**src/rtl/bios_loader_pkg.sv**
```systemverilog
// Shared types and constants for the UART boot loader.
package bios_loader_pkg;

    localparam int unsigned WORD_W = 32;
    localparam int unsigned BYTE_W = 8;

    typedef enum logic [2:0] {
        StIdle,
        StLenHi,
        StLenLo,
        StData,
        StCheck,
        StDone,
        StError
    } state_e;

    localparam logic [1:0] ERR_NONE    = 2'd0;
    localparam logic [1:0] ERR_LEN     = 2'd1;
    localparam logic [1:0] ERR_CSUM    = 2'd2;
    localparam logic [1:0] ERR_TIMEOUT = 2'd3;

endpackage

```
**src/rtl/bios_loader_word_asm.sv**
```systemverilog
// Packs bytes MSB-first into 32-bit words; word_valid_o pulses the cycle after the 4th byte.
module bios_loader_word_asm
    import bios_loader_pkg::*;
(
    input  logic              clk_i,
    input  logic              clear_i,
    input  logic              byte_valid_i,
    input  logic [BYTE_W-1:0] byte_i,
    output logic [1:0]        byte_cnt_o,
    output logic [WORD_W-1:0] word_o,
    output logic              word_valid_o
);

    logic [WORD_W-1:0] shift_q, shift_d;
    logic [1:0]        cnt_q, cnt_d;
    logic              valid_q, valid_d;

    always_comb begin
        shift_d = shift_q;
        cnt_d   = cnt_q;
        valid_d = 1'b0;
        if (clear_i) begin
            shift_d = '0;
            cnt_d   = '0;
        end else if (byte_valid_i) begin
            shift_d = {shift_q[WORD_W-BYTE_W-1:0], byte_i};
            cnt_d   = cnt_q + 2'd1;
            valid_d = (cnt_q == 2'd3);
        end
    end

    always_ff @(posedge clk_i) begin
        shift_q <= shift_d;
        cnt_q   <= cnt_d;
        valid_q <= valid_d;
    end

    assign byte_cnt_o   = cnt_q;
    assign word_o       = shift_q;
    assign word_valid_o = valid_q;

endmodule

```
**src/rtl/bios_loader.sv**
```systemverilog
// UART boot loader: frames length, data words and checksum, writing each word as it completes.
module bios_loader
    import bios_loader_pkg::*;
#(
    parameter int unsigned DEPTH          = 64,
    parameter int unsigned BASE_ADDR      = 0,
    parameter int unsigned TIMEOUT_CYCLES = 1_000_000
) (
    input  logic              clk_auto,
    input  logic              reset,
    input  logic              start,
    input  logic [BYTE_W-1:0] rx_data,
    input  logic              rx_valid,
    output logic              wr_en,
    output logic [WORD_W-1:0] wr_addr,
    output logic [WORD_W-1:0] wr_data,
    output logic              busy,
    output logic              done,
    output logic              error,
    output logic [1:0]        error_code
);

    localparam int unsigned IdleW = $clog2(TIMEOUT_CYCLES + 1);

    state_e            state_q, state_d;
    logic [15:0]       len_q, len_d;
    logic [15:0]       idx_q, idx_d;
    logic [BYTE_W-1:0] sum_q, sum_d;
    logic [IdleW-1:0]  idle_q, idle_d;
    logic [1:0]        err_q, err_d;

    logic              busy_s, start_ok, timeout, last_byte, asm_clear;
    logic [15:0]       len_new;
    logic [1:0]        byte_cnt;
    logic [WORD_W-1:0] word;
    logic              word_valid;

    assign busy_s    = (state_q == StLenHi) || (state_q == StLenLo) ||
                       (state_q == StData)  || (state_q == StCheck);
    assign start_ok  = start && !busy_s;
    // A byte arriving in the expiry cycle wins over the timeout.
    assign timeout   = busy_s && !rx_valid && (idle_q == IdleW'(TIMEOUT_CYCLES - 1));
    assign len_new   = {len_q[15:8], rx_data};
    assign last_byte = rx_valid && (byte_cnt == 2'd3) && (idx_q == len_q - 16'd1);
    assign asm_clear = reset || start_ok;

    bios_loader_word_asm u_word_asm (
        .clk_i        (clk_auto),
        .clear_i      (asm_clear),
        .byte_valid_i (rx_valid && (state_q == StData)),
        .byte_i       (rx_data),
        .byte_cnt_o   (byte_cnt),
        .word_o       (word),
        .word_valid_o (word_valid)
    );

    always_ff @(posedge clk_auto) begin
        if (reset) begin
            state_q <= StIdle;
        end else begin
            state_q <= state_d;
        end
    end

    always_comb begin
        state_d = state_q;
        unique case (state_q)
            StIdle, StDone, StError: begin
                if (start_ok) state_d = StLenHi;
            end
            StLenHi: begin
                if (rx_valid)     state_d = StLenLo;
                else if (timeout) state_d = StError;
            end
            StLenLo: begin
                if (rx_valid) begin
                    if (32'(len_new) > DEPTH) state_d = StError;
                    else if (len_new == '0)   state_d = StCheck;
                    else                      state_d = StData;
                end else if (timeout) begin
                    state_d = StError;
                end
            end
            StData: begin
                if (last_byte)    state_d = StCheck;
                else if (timeout) state_d = StError;
            end
            StCheck: begin
                if (rx_valid)     state_d = (rx_data == sum_q) ? StDone : StError;
                else if (timeout) state_d = StError;
            end
            default: state_d = StIdle;
        endcase
    end

    always_comb begin
        len_d  = len_q;
        idx_d  = idx_q;
        sum_d  = sum_q;
        idle_d = idle_q;
        err_d  = err_q;
        if (word_valid) idx_d = idx_q + 16'd1;
        if (start_ok) begin
            len_d  = '0;
            idx_d  = '0;
            sum_d  = '0;
            idle_d = '0;
            err_d  = ERR_NONE;
        end else if (busy_s) begin
            idle_d = rx_valid ? '0 : idle_q + 1'b1;
            if (rx_valid && (state_q != StCheck)) sum_d = sum_q + rx_data;
            if (rx_valid && (state_q == StLenHi)) len_d[15:8] = rx_data;
            if (rx_valid && (state_q == StLenLo)) begin
                len_d = len_new;
                if (32'(len_new) > DEPTH) err_d = ERR_LEN;
            end
            if (rx_valid && (state_q == StCheck) && (rx_data != sum_q)) err_d = ERR_CSUM;
            if (timeout) err_d = ERR_TIMEOUT;
        end
    end

    always_ff @(posedge clk_auto) begin
        if (reset) begin
            len_q  <= '0;
            idx_q  <= '0;
            sum_q  <= '0;
            idle_q <= '0;
            err_q  <= ERR_NONE;
        end else begin
            len_q  <= len_d;
            idx_q  <= idx_d;
            sum_q  <= sum_d;
            idle_q <= idle_d;
            err_q  <= err_d;
        end
    end

    always_comb begin
        busy       = busy_s;
        done       = (state_q == StDone);
        error      = (state_q == StError);
        error_code = err_q;
        wr_en      = word_valid;
        wr_data    = word_valid ? word : '0;
        wr_addr    = word_valid ? (32'(BASE_ADDR) + 32'(idx_q)) : '0;
    end

endmodule

```
**config.mk**
```make
export PLATFORM = sky130hd
export DESIGN_NAME = bios_loader
export DESIGN_NICKNAME = d
export VERILOG_FILES = /design/src/rtl/bios_loader_pkg.sv /design/src/rtl/bios_loader_word_asm.sv /design/src/rtl/bios_loader.sv
export SDC_FILE = /design/constraint.sdc
export NUM_CORES = 1
export LEC_CHECK = 0
export ABC_AREA = 1
export CAP_MARGIN = 0
export CORE_MARGIN = 8
export CORE_UTILIZATION = 56
export CTS_CLUSTER_SIZE = 24
export DETAILED_ROUTE_END_ITERATION = 16
export GPL_TIMING_DRIVEN = 1
export MAX_ROUTING_LAYER = met4
export PLACE_DENSITY_LB_ADDON = 0.05
export SLEW_MARGIN = 10
export SYNTH_ARGS = -nofsm -noshare
export SYNTH_HDL_FRONTEND = slang
export SYNTH_HIERARCHICAL = 1
export SYNTH_SLANG_ARGS = --single-unit
export TNS_END_PERCENT = 20
```
**constraint.sdc**
```tcl
create_clock -name clk_auto -period 2.7 [get_ports clk_auto]
set_clock_uncertainty 0.15 [all_clocks]
set_input_delay 0.54 -clock clk_auto [delete_from_list [all_inputs] [get_ports clk_auto]]
set_output_delay 0.54 -clock clk_auto [all_outputs]
set_load 0.02 [all_outputs]
```
### Yosys cells after proc, flatten, opt, wreduce, memory -nomap -nowiden

Cells that the tools add are included.

* bits in registers: 100
* word-level logic and storage cells: 76

* add/subtract/negate cells: 5
* magnitude comparators: 1
* eq/ne operators: 13
* mux-type cells: 17
* bitwise operators: 2
* reductions and logical operators: 28

Operator list (number)
* 32-bit two-way mux: 1
* 3-bit two-way mux: 8
* 20-bit by 1-bit adder with 20-bit output, second input constant: 1
* 20-bit == test, second input constant: 1
* 20-bit two-way mux: 1
* 16-bit by 1-bit adder with 16-bit output, second input constant: 1
* 16-bit == test: 1
* 16-bit by 7-bit greater-than comparator with 1-bit output, second input constant: 1
* 16-bit logical NOT: 1
* 16-bit two-way mux: 1
* 16-bit by 1-bit subtractor with 16-bit output, second input constant: 1
* 3-bit case mux with 5 select lines: 1
* 1-bit logical AND: 11
* 2-bit two-way mux: 5
* 3-bit == test, second input constant: 3
* 8-bit adder: 1
* 8-bit == test: 1
* 8-bit != test: 1
* 3-bit by 2-bit == test with 1-bit output, second input constant: 2
* 3-bit AND reduction: 2
* 3-bit nonzero test: 2
* 1-bit logical OR: 4
* 2-bit AND reduction: 2
* 2-bit OR reduction: 2
* 9 further kinds: 11

### Longest topological paths before layout

Gate-level depths: netlist of run 1.

* depth after elaboration: 9
* mapped depth: 16

### Modules after synthesis

Netlist of run 1, hierarchy kept.

By module, submodules not included
* bios_loader: instances 1, cells each 731, area each 4640.7 um2, seq. area each 1301.2 um2
* bios_loader_word_asm: instances 1, cells each 219, area each 1432.6 um2, seq. area each 700.7 um2

### Least setup slack after synthesis of run 1

Ideal clock, no wire load.

* kind: input -> register
* start point: input port rx_data[2]
* end point: register sum_q[7]
* library setup time: 0.109 ns
* arrival: 1.843 ns
* required time: 2.441 ns
* setup slack: 0.598 ns
* stages on the path: 13
* path through: ha_1 > a21oi_1 > nand2_1 > nand2_1 > nand2_1 > a21oi_1 > inv_1 > a21oi_1 > o21bai_1 > a21oi_1 > o21ai_0 > nand2_1 > inv_1

* longest elaborated chain between the ends: 1

Ends and longest elaborated chain
* from (decl): RTL line bios_loader.sv:12 `input logic [BYTE_W-1:0] rx_data,`
* 8-bit adder: RTL line bios_loader.sv:111 `if (rx_valid && (state_q != StCheck)) sum_d = sum_q + rx_data;`
* to (signal assigned): RTL line bios_loader.sv:132 `sum_q <= sum_d;`
* to (decl): RTL line bios_loader.sv:28 `logic [BYTE_W-1:0] sum_q, sum_d;`

No other way between the ends.
A chain may end at the register's enable or synchronous reset.

### Worst setup path after layout of run 1

* start point: register state_q[0]
* end point: output port done

* longest elaborated chain between the ends: 1

Ends and longest elaborated chain
* from (decl): RTL line bios_loader.sv:25 `state_e state_q, state_d;`
* from (signal assigned): RTL line bios_loader.sv:59 `state_q <= StIdle;`
* from (signal assigned): RTL line bios_loader.sv:61 `state_q <= state_d;`
* 3-bit == test: RTL line bios_loader.sv:140 `done = (state_q == StDone);`
* to (decl): RTL line bios_loader.sv:18 `output logic done,`

No other way between the ends.

==> flow_summary.yaml, run 1 <==
drt:
  dr.pass1.iters: 7
  routedWlPerCell_um: 11.7
  wl_um: 13600
  drtIter0Drc: 396
  vias_per_cell: 4.84
  drc_errors: 0
  antenna_left: 0
  vias: 5631
sta:
  max_freq_mhz: 396
  finalHoldViolations: 0
  final.period_utilization_pct: 93.6
  finalSetupViolCount: 0
  layout_setup_ws_ns: 0.173
  min_period_ns: 2.53
  rsz0062_at_grt: "false"
  slew_viol_final: 0
placement:
  pre_cts_ws_ns: -0.0633
  port_buffers: 65
  dp_hpwl_um: 10400
  placed_cell_area_sq_um: 6880
  gp_congestion: 0.895
run:
  maxCapViolations: 0
hold_path:
  holdPathStages: 2
  min-delay-start: "u_word_asm/word_o[31]"
  hold_path_class: "reg2reg"
  hold_end: "u_word_asm/word_o[31]"
clock_network:
  tritoncts: "yes"
  htreeDepth: 3
  numCtsBuffers: 9
  insertion_delay_ns: 0.37
  cts-root-buf: "clkbuf_8"
  postCtsSetupBuffers: 0
  clock_tree.buffer_depth: 2
  path_clk_slew_ns: 0.10
  cts_sinks: 100
setup_path:
  r2r-start: "state_q[2]"
  cp.required_ns: 2.01
  startpoint: "state_q[0]"
  crit_path_top_delay_cell: "clkdlybuf4s50_1"
  crit_fanout: 6
  arrival_ns: 1.84
  cp_top_family: "buffers and inverters"
  cp-start-kind: "flip-flop"
  r2r_slack_ns: 0.51
  r2r-end: "u_word_asm/word_o[10]"
  r2r_cells: 10
  critical_path_buf_inv_count: 2
  crit_path_cell_trace: "inv_1 > nor3_1 > clkdlybuf4s50_1"
  critPathMaxStageDelay_ns: 0.65
  critPathKind: "reg2out"
  end_kind: "output port"
global_routing:
  grt_max_degree: 39
  first_global_vias: 4868
  gr-total-overflow: 0
  grt_antenna_before_repair: 0
  grt_usage_pct: 19.4
  grt_first_pass_wirelength_um: 22800
die:
  num_rows: 38
  coreArea_sq_um: 10700
  die_w_um: 120
  ioPinCount: 82
  start_util_pct: 56.8
  dieArea_sq_um: 14400
  die_h_um: 120
logic_synthesis:
  synth_edf_count: 0
  synth_seq_cells: 100
  yosys.area.top_type: "dfxtp_1"
  synth_top_cell_area_share_pct: 33.0
  syn_area_sq_um: 6070
  synthFlopType: "dfxtp_1"
  yosys.cell_count.top_type: "nand2_1"
  yosys-top-cells-area: "dfxtp_1 (33%), nand2_1 (17%), inv_1 (9.5%)"
  yosysSeqAreaShare_pct: 33.0
  yosysWarnings: 6
  synth_cell_type_count: 52
  synthCells: 950
  synthArstFlopShare_pct: 0
  synth_common_cells: "nand2_1 (267), inv_1 (154), nor2_1 (128), dfxtp_1 (100), a21oi_1 (53)"
  synth.avg_cell_area_sq_um: 6.39
final_layout:
  diodes: 0
  nets: 1042
  num-fill-cells: 1032
  drive_above_1_share_pct: 8.11
  design_area_sq_um: 7070
  regArea_sq_um: 2010
  multiInputGateArea_sq_um: 3230
  syn_to_final_growth_pct: 16.3
outcome:
  outcome: "finished clean"
power:
  vdd_drop_max_uv: 335
  p_per_area_nw_per_um2: 542
  leakagePower_uw: 0.00329
-- worst min-delay path, delay by kind of cell (launching register included) --
| family | cells | cell delay (ns) |
|---|---|---|
| DFF | 1 | 0.32 |
| and+or+nand+nor | 2 | 0.13 |
-- flip-flops by register name (all words and copies together) (netlist names) --
name and count:
u_word_asm/word_valid_o 1, len_q 16, state_q 3, idle_q 20
idx_q 16, error_code 2, u_word_asm/word_o 32, u_word_asm/byte_cnt_o 2
sum_q 8
-- area by class of cell --
| class | instances | share of cell area, % |
|---|---|---|
| clock buffers | 12 | 2.05 |
| multi-input cells | 654 | 45.7 |
| clock inverters | 4 | 0.460 |
| flip-flops and latches | 100 | 28.4 |
| inverters | 164 | 8.75 |
| well taps | 140 | 2.48 |
| repair buffers | 89 | 12.1 |
-- stage by stage --
stage          utilization, %  total power (uW)  hold slack (ns)  TNS (ns)  cells
2_1_floorplan               -              2680            0.294         0    965
3_3_place_gp             64.3              2950            0.308   -0.0431   1147
3_5_place_dp             64.3              2960            0.314   -0.0633   1147
4_1_cts                  66.0              3870            0.328         0   1163
5_1_grt                  66.0              4110            0.353         0   1163
6_report                 66.0              3830            0.329         0   1163
-- logic make-up (layout without fill, tap and decap cells) --
group,count (synthesis),in the layout,synth area share (%)
flip-flops,100,100,33.0
AO/OA/AOI/OAI,98,98,9.15
XOR/XNOR,25,25,3.61
AND/OR/NAND/NOR,503,503,36.7
buffers and inverters,211,269,14.9
adder cells (fa/ha/maj),12,12,2.60
other,1,16,0.0617
-- layout by cell type (no fill, tap or decap), types with 3 or more instances in the layout --
cell             Yosys  layout
o21ai_0             19      19
nor3_2               3       3
inv_2                8       8
o211ai_1             4       4
o21a_1               3       3
ha_1                11      11
nor2_1             128     127
clkdlybuf4s50_1      0      64
conb_1               1      16
clkbuf_8             0      10
nand3b_1             5       5
inv_1              154     154
nor4_1               5       5
nand2_2              4       4
nand3_2              3       3
nor3_1              12      12
xor2_1              17      17
nand4_1             12      12
dfxtp_1            100      98
xnor2_1              8       8
nand2_1            267     267
buf_4               17      22
nor2_4               5       6
nor2_2               6       6
a21oi_1             53      53
nand3_1             39      39
o21ai_1              6       6
nand2_4              3       3
-- power breakdown --
group          internal [uW]  switching, uW  total [uW]
logic                    452            848        1300
clock network            368            535         904
registers               1550           79.1        1620
total                   2370           1460        3830
-- metal layers --
metal	share of wire, %	GRT usage (%)	vias to the layer above
met1	48	23.8	2494
li1	-	-	3017
met5	0	-	-
met2	46	31.9	102
met3	4.1	3.38	18
met4	1.5	6.17	0
-- how the worst max path moves through the flow --
stage / to / slack (ns) / cells after the start
floorplan: sum_q[7] / 0.60 / 13
global placement: sum_q[6] / -0.04 / 13
detailed placement: sum_q[6] / -0.06 / 13
CTS: busy / 0.03 / 4
global route: error / 0.05 / 5
finish: done / 0.17 / 3
-- repair_timing --
action	in CTS	in global routing
hold buffers	0	0
setup endpoints to repair	1	2
gates cloned	0	0
gates resized for setup	1	2
(Power assumes the default switching activity.)
==> inputs of run 2 (changes only) <==
--- a/config.mk
+++ b/config.mk
@@ -8,10 +8,9 @@
 export ABC_AREA = 1
 export CAP_MARGIN = 0
 export CORE_MARGIN = 8
-export CORE_UTILIZATION = 56
+export CORE_UTILIZATION = 59
 export CTS_CLUSTER_SIZE = 24
 export DETAILED_ROUTE_END_ITERATION = 16
-export GPL_TIMING_DRIVEN = 1
 export MAX_ROUTING_LAYER = met4
 export PLACE_DENSITY_LB_ADDON = 0.05
 export SLEW_MARGIN = 10
==> constraint.sdc (replaced) <==
create_clock -name clk_auto -period 3.2 [get_ports clk_auto]
set_clock_uncertainty 0.15 [all_clocks]
set_input_delay 0.64 -clock clk_auto [delete_from_list [all_inputs] [get_ports clk_auto]]
set_output_delay 0.64 -clock clk_auto [all_outputs]
set_load 0.02 [all_outputs]
==> run 2 against run 1 <==
Effect of this change: critical path depth increased by 1; final cell count decreased by 1.7%; global-route usage increased by 0.63 points.
==> flow_summary.yaml, run 2 (synthesis results as in run 1) <==
placement:
  gp_congestion: 0.897
  port_buffers: 65
  dp_hpwl_um: 10100
  pre_cts_ws_ns: 0.222
final_layout:
  largest_register_ffs: 32
  layout_common_cells: "nand2_1 (267), inv_1 (154), nor2_1 (127)"
  multiInputGateArea_sq_um: 3230
  syn_to_final_growth_pct: 14.9
  diodes: 0
  nets: 1027
  num-fill-cells: 941
  regArea_sq_um: 2000
  drive_above_1_share_pct: 6.75
  final_common_cell: "nand2_1"
setup_path:
  cp.required_ns: 2.41
  r2r_cells: 9
  critPathMaxStageDelay_ns: 0.69
  cp_num_cells: 4
  cp_top_family: "buffers and inverters"
  cp-start-kind: "flip-flop"
  arrival_ns: 2.05
  crit_fanout: 28
  r2r_slack_ns: 0.75
  startpoint: "u_word_asm/word_valid_o"
  critical_path_buf_inv_count: 3
  critPathKind: "reg2out"
  crit_path_cell_trace: "buf_12 > nand2_1 > inv_1 > clkdlybuf4s50_1"
  crit_path_top_delay_cell: "dfxtp_2"
  r2r-end: "idx_q[7]"
  r2r-start: "state_q[2]"
  critPathCapture: "wr_data[17]"
  end_kind: "output port"
die:
  die_w_um: 117
  num_rows: 37
  dieArea_sq_um: 13800
  start_util_pct: 59.9
  ioPinCount: 82
  coreArea_sq_um: 10100
  die_h_um: 117
outcome:
  outcome: "finished clean"
sta:
  layout_setup_ws_ns: 0.360
  worstMarginPinSlew_ns: 0.661
  min_period_ns: 2.84
  fin_tns_setup_ns: 0
  rsz0062_at_grt: "false"
  slew_headroom_pct: 55.8
  max_freq_mhz: 352
  slew_viol_final: 0
  finalSetupViolCount: 0
  finalHoldViolations: 0
  final.period_utilization_pct: 88.8
clock_network:
  insertion_delay_ns: 0.36
  htreeDepth: 3
  numCtsBuffers: 9
  tritoncts: "yes"
  postCtsHoldBufs: 0
  cts_sinks: 100
  ctsResizeCount: 0
  clock_tree.buffer_depth: 2
  postCtsSetupBuffers: 0
  path_clk_slew_ns: 0.10
  cts-root-buf: "clkbuf_8"
drt:
  drc_errors: 0
  dr.pass1.iters: 5
  vias: 5578
  wl_met3_um: 680
  routedWlPerCell_um: 11.9
  wl_um: 13600
  dr_wl_met2_um: 6420
  wl_met1_um: 6250
  top_layer: "met4"
  antenna_left: 0
  drtIter0Drc: 359
  vias_per_cell: 4.88
power:
  p_per_area_nw_per_um2: 475
  vdd_drop_max_uv: 260
  p_switching_uw: 1210
  sw_frac_of_total_pct: 36.7
  p_comb_share_pct: 32.1
  seqPwrFrac_pct: 41.4
  power_frac_clock_pct: 26.5
  leakagePower_uw: 0.00322
  p_int_uw: 2100
global_routing:
  grt_max_degree: 70
  gr-total-overflow: 0
  first_global_vias: 5027
  grt_antenna_before_repair: 0
  grt_first_pass_wirelength_um: 23100
  grt_usage_pct: 20.0
hold_path:
  min-delay-start: "u_word_asm/word_o[26]"
  hold_path_class: "reg2reg"
run:
  maxCapViolations: 0
==> run 2: cell types whose count changed in the layout (fill, tap and decap cells not counted), sizes merged <==
cell,delta
inv,-1
clkinv,+1
dlymetal6s2s,-1
bufinv,+2
buf,-15
clkbuf,-3
clkdlybuf4s50,+1
==> run 2: worst min path at each step <==
stage / endpoint / slack [ns] / cells after the start
global route: u_word_asm/word_o[26] / 0.35 / 2
global placement: error_code[1] / 0.31 / 2
finish: u_word_asm/word_o[26] / 0.33 / 2
floorplan: idle_q[17] / 0.29 / 2
CTS: u_word_asm/word_o[26] / 0.33 / 2
detailed placement: u_word_asm/word_o[26] / 0.31 / 2
==> run 2: through the flow <==
step / hold slack, ns / util [%] / instances / area, sq um / power, uW
after floorplan: 0.294 / - / 965 / 6130 / 2260
after global placement: 0.309 / 66.7 / 1128 / 6760 / 2450
after detailed placement: 0.312 / 66.7 / 1128 / 6760 / 2460
after CTS: 0.326 / 68.8 / 1143 / 6980 / 3340
after global routing: 0.350 / 68.8 / 1143 / 6980 / 3550
final: 0.326 / 68.8 / 1143 / 6980 / 3310
==> run 2: routing by layer <==
| layer | global-route usage (%) | vias to the layer above |
|---|---|---|
| met5 | - | - |
| met4 | 7.13 | 0 |
| met3 | 3.65 | 15 |
| met2 | 33.4 | 129 |
| met1 | 23.8 | 2451 |
| li1 | - | 2983 |
==> run 2: area by class of cell <==
class                           count  area share [%]
Multi-Input combinational cell    654            46.3
Sequential cell                   100            28.7
Timing Repair Buffer               74            10.7
Inverter                          164            8.86
Tap cell                          136            2.44
Clock buffer                        9            1.78
Clock inverter                      6            1.27
==> run 2: worst register-to-register path: cells and delay by family (launching register included) <==
kind	cells	cell delay [ns]
flip-flops	1	0.56
buffers and inverters	3	0.69
AND/OR/NAND/NOR	3	0.61
AO/OA/AOI/OAI	3	0.35
==> run 2: power groups by stage <==
stage | Sequential (uW) | Clock, uW | Combinational, uW
3_3_place_gp | 1400 | 0 | 1060
3_5_place_dp | 1400 | 0 | 1060
6_report | 1370 | 878 | 1060
5_1_grt | 1380 | 957 | 1210
4_1_cts | 1370 | 906 | 1060
2_1_floorplan | 1380 | 0 | 873
==> inputs of run 3 (changes only) <==
--- a/config.mk
+++ b/config.mk
@@ -9,7 +9,7 @@
 export CAP_MARGIN = 0
 export CORE_MARGIN = 8
 export CORE_UTILIZATION = 59
-export CTS_CLUSTER_SIZE = 24
+export CTS_CLUSTER_SIZE = 16
 export DETAILED_ROUTE_END_ITERATION = 16
 export MAX_ROUTING_LAYER = met4
 export PLACE_DENSITY_LB_ADDON = 0.05
==> results of run 3 <==
The final DEF is identical to that of run 2; final timing and power are the same.
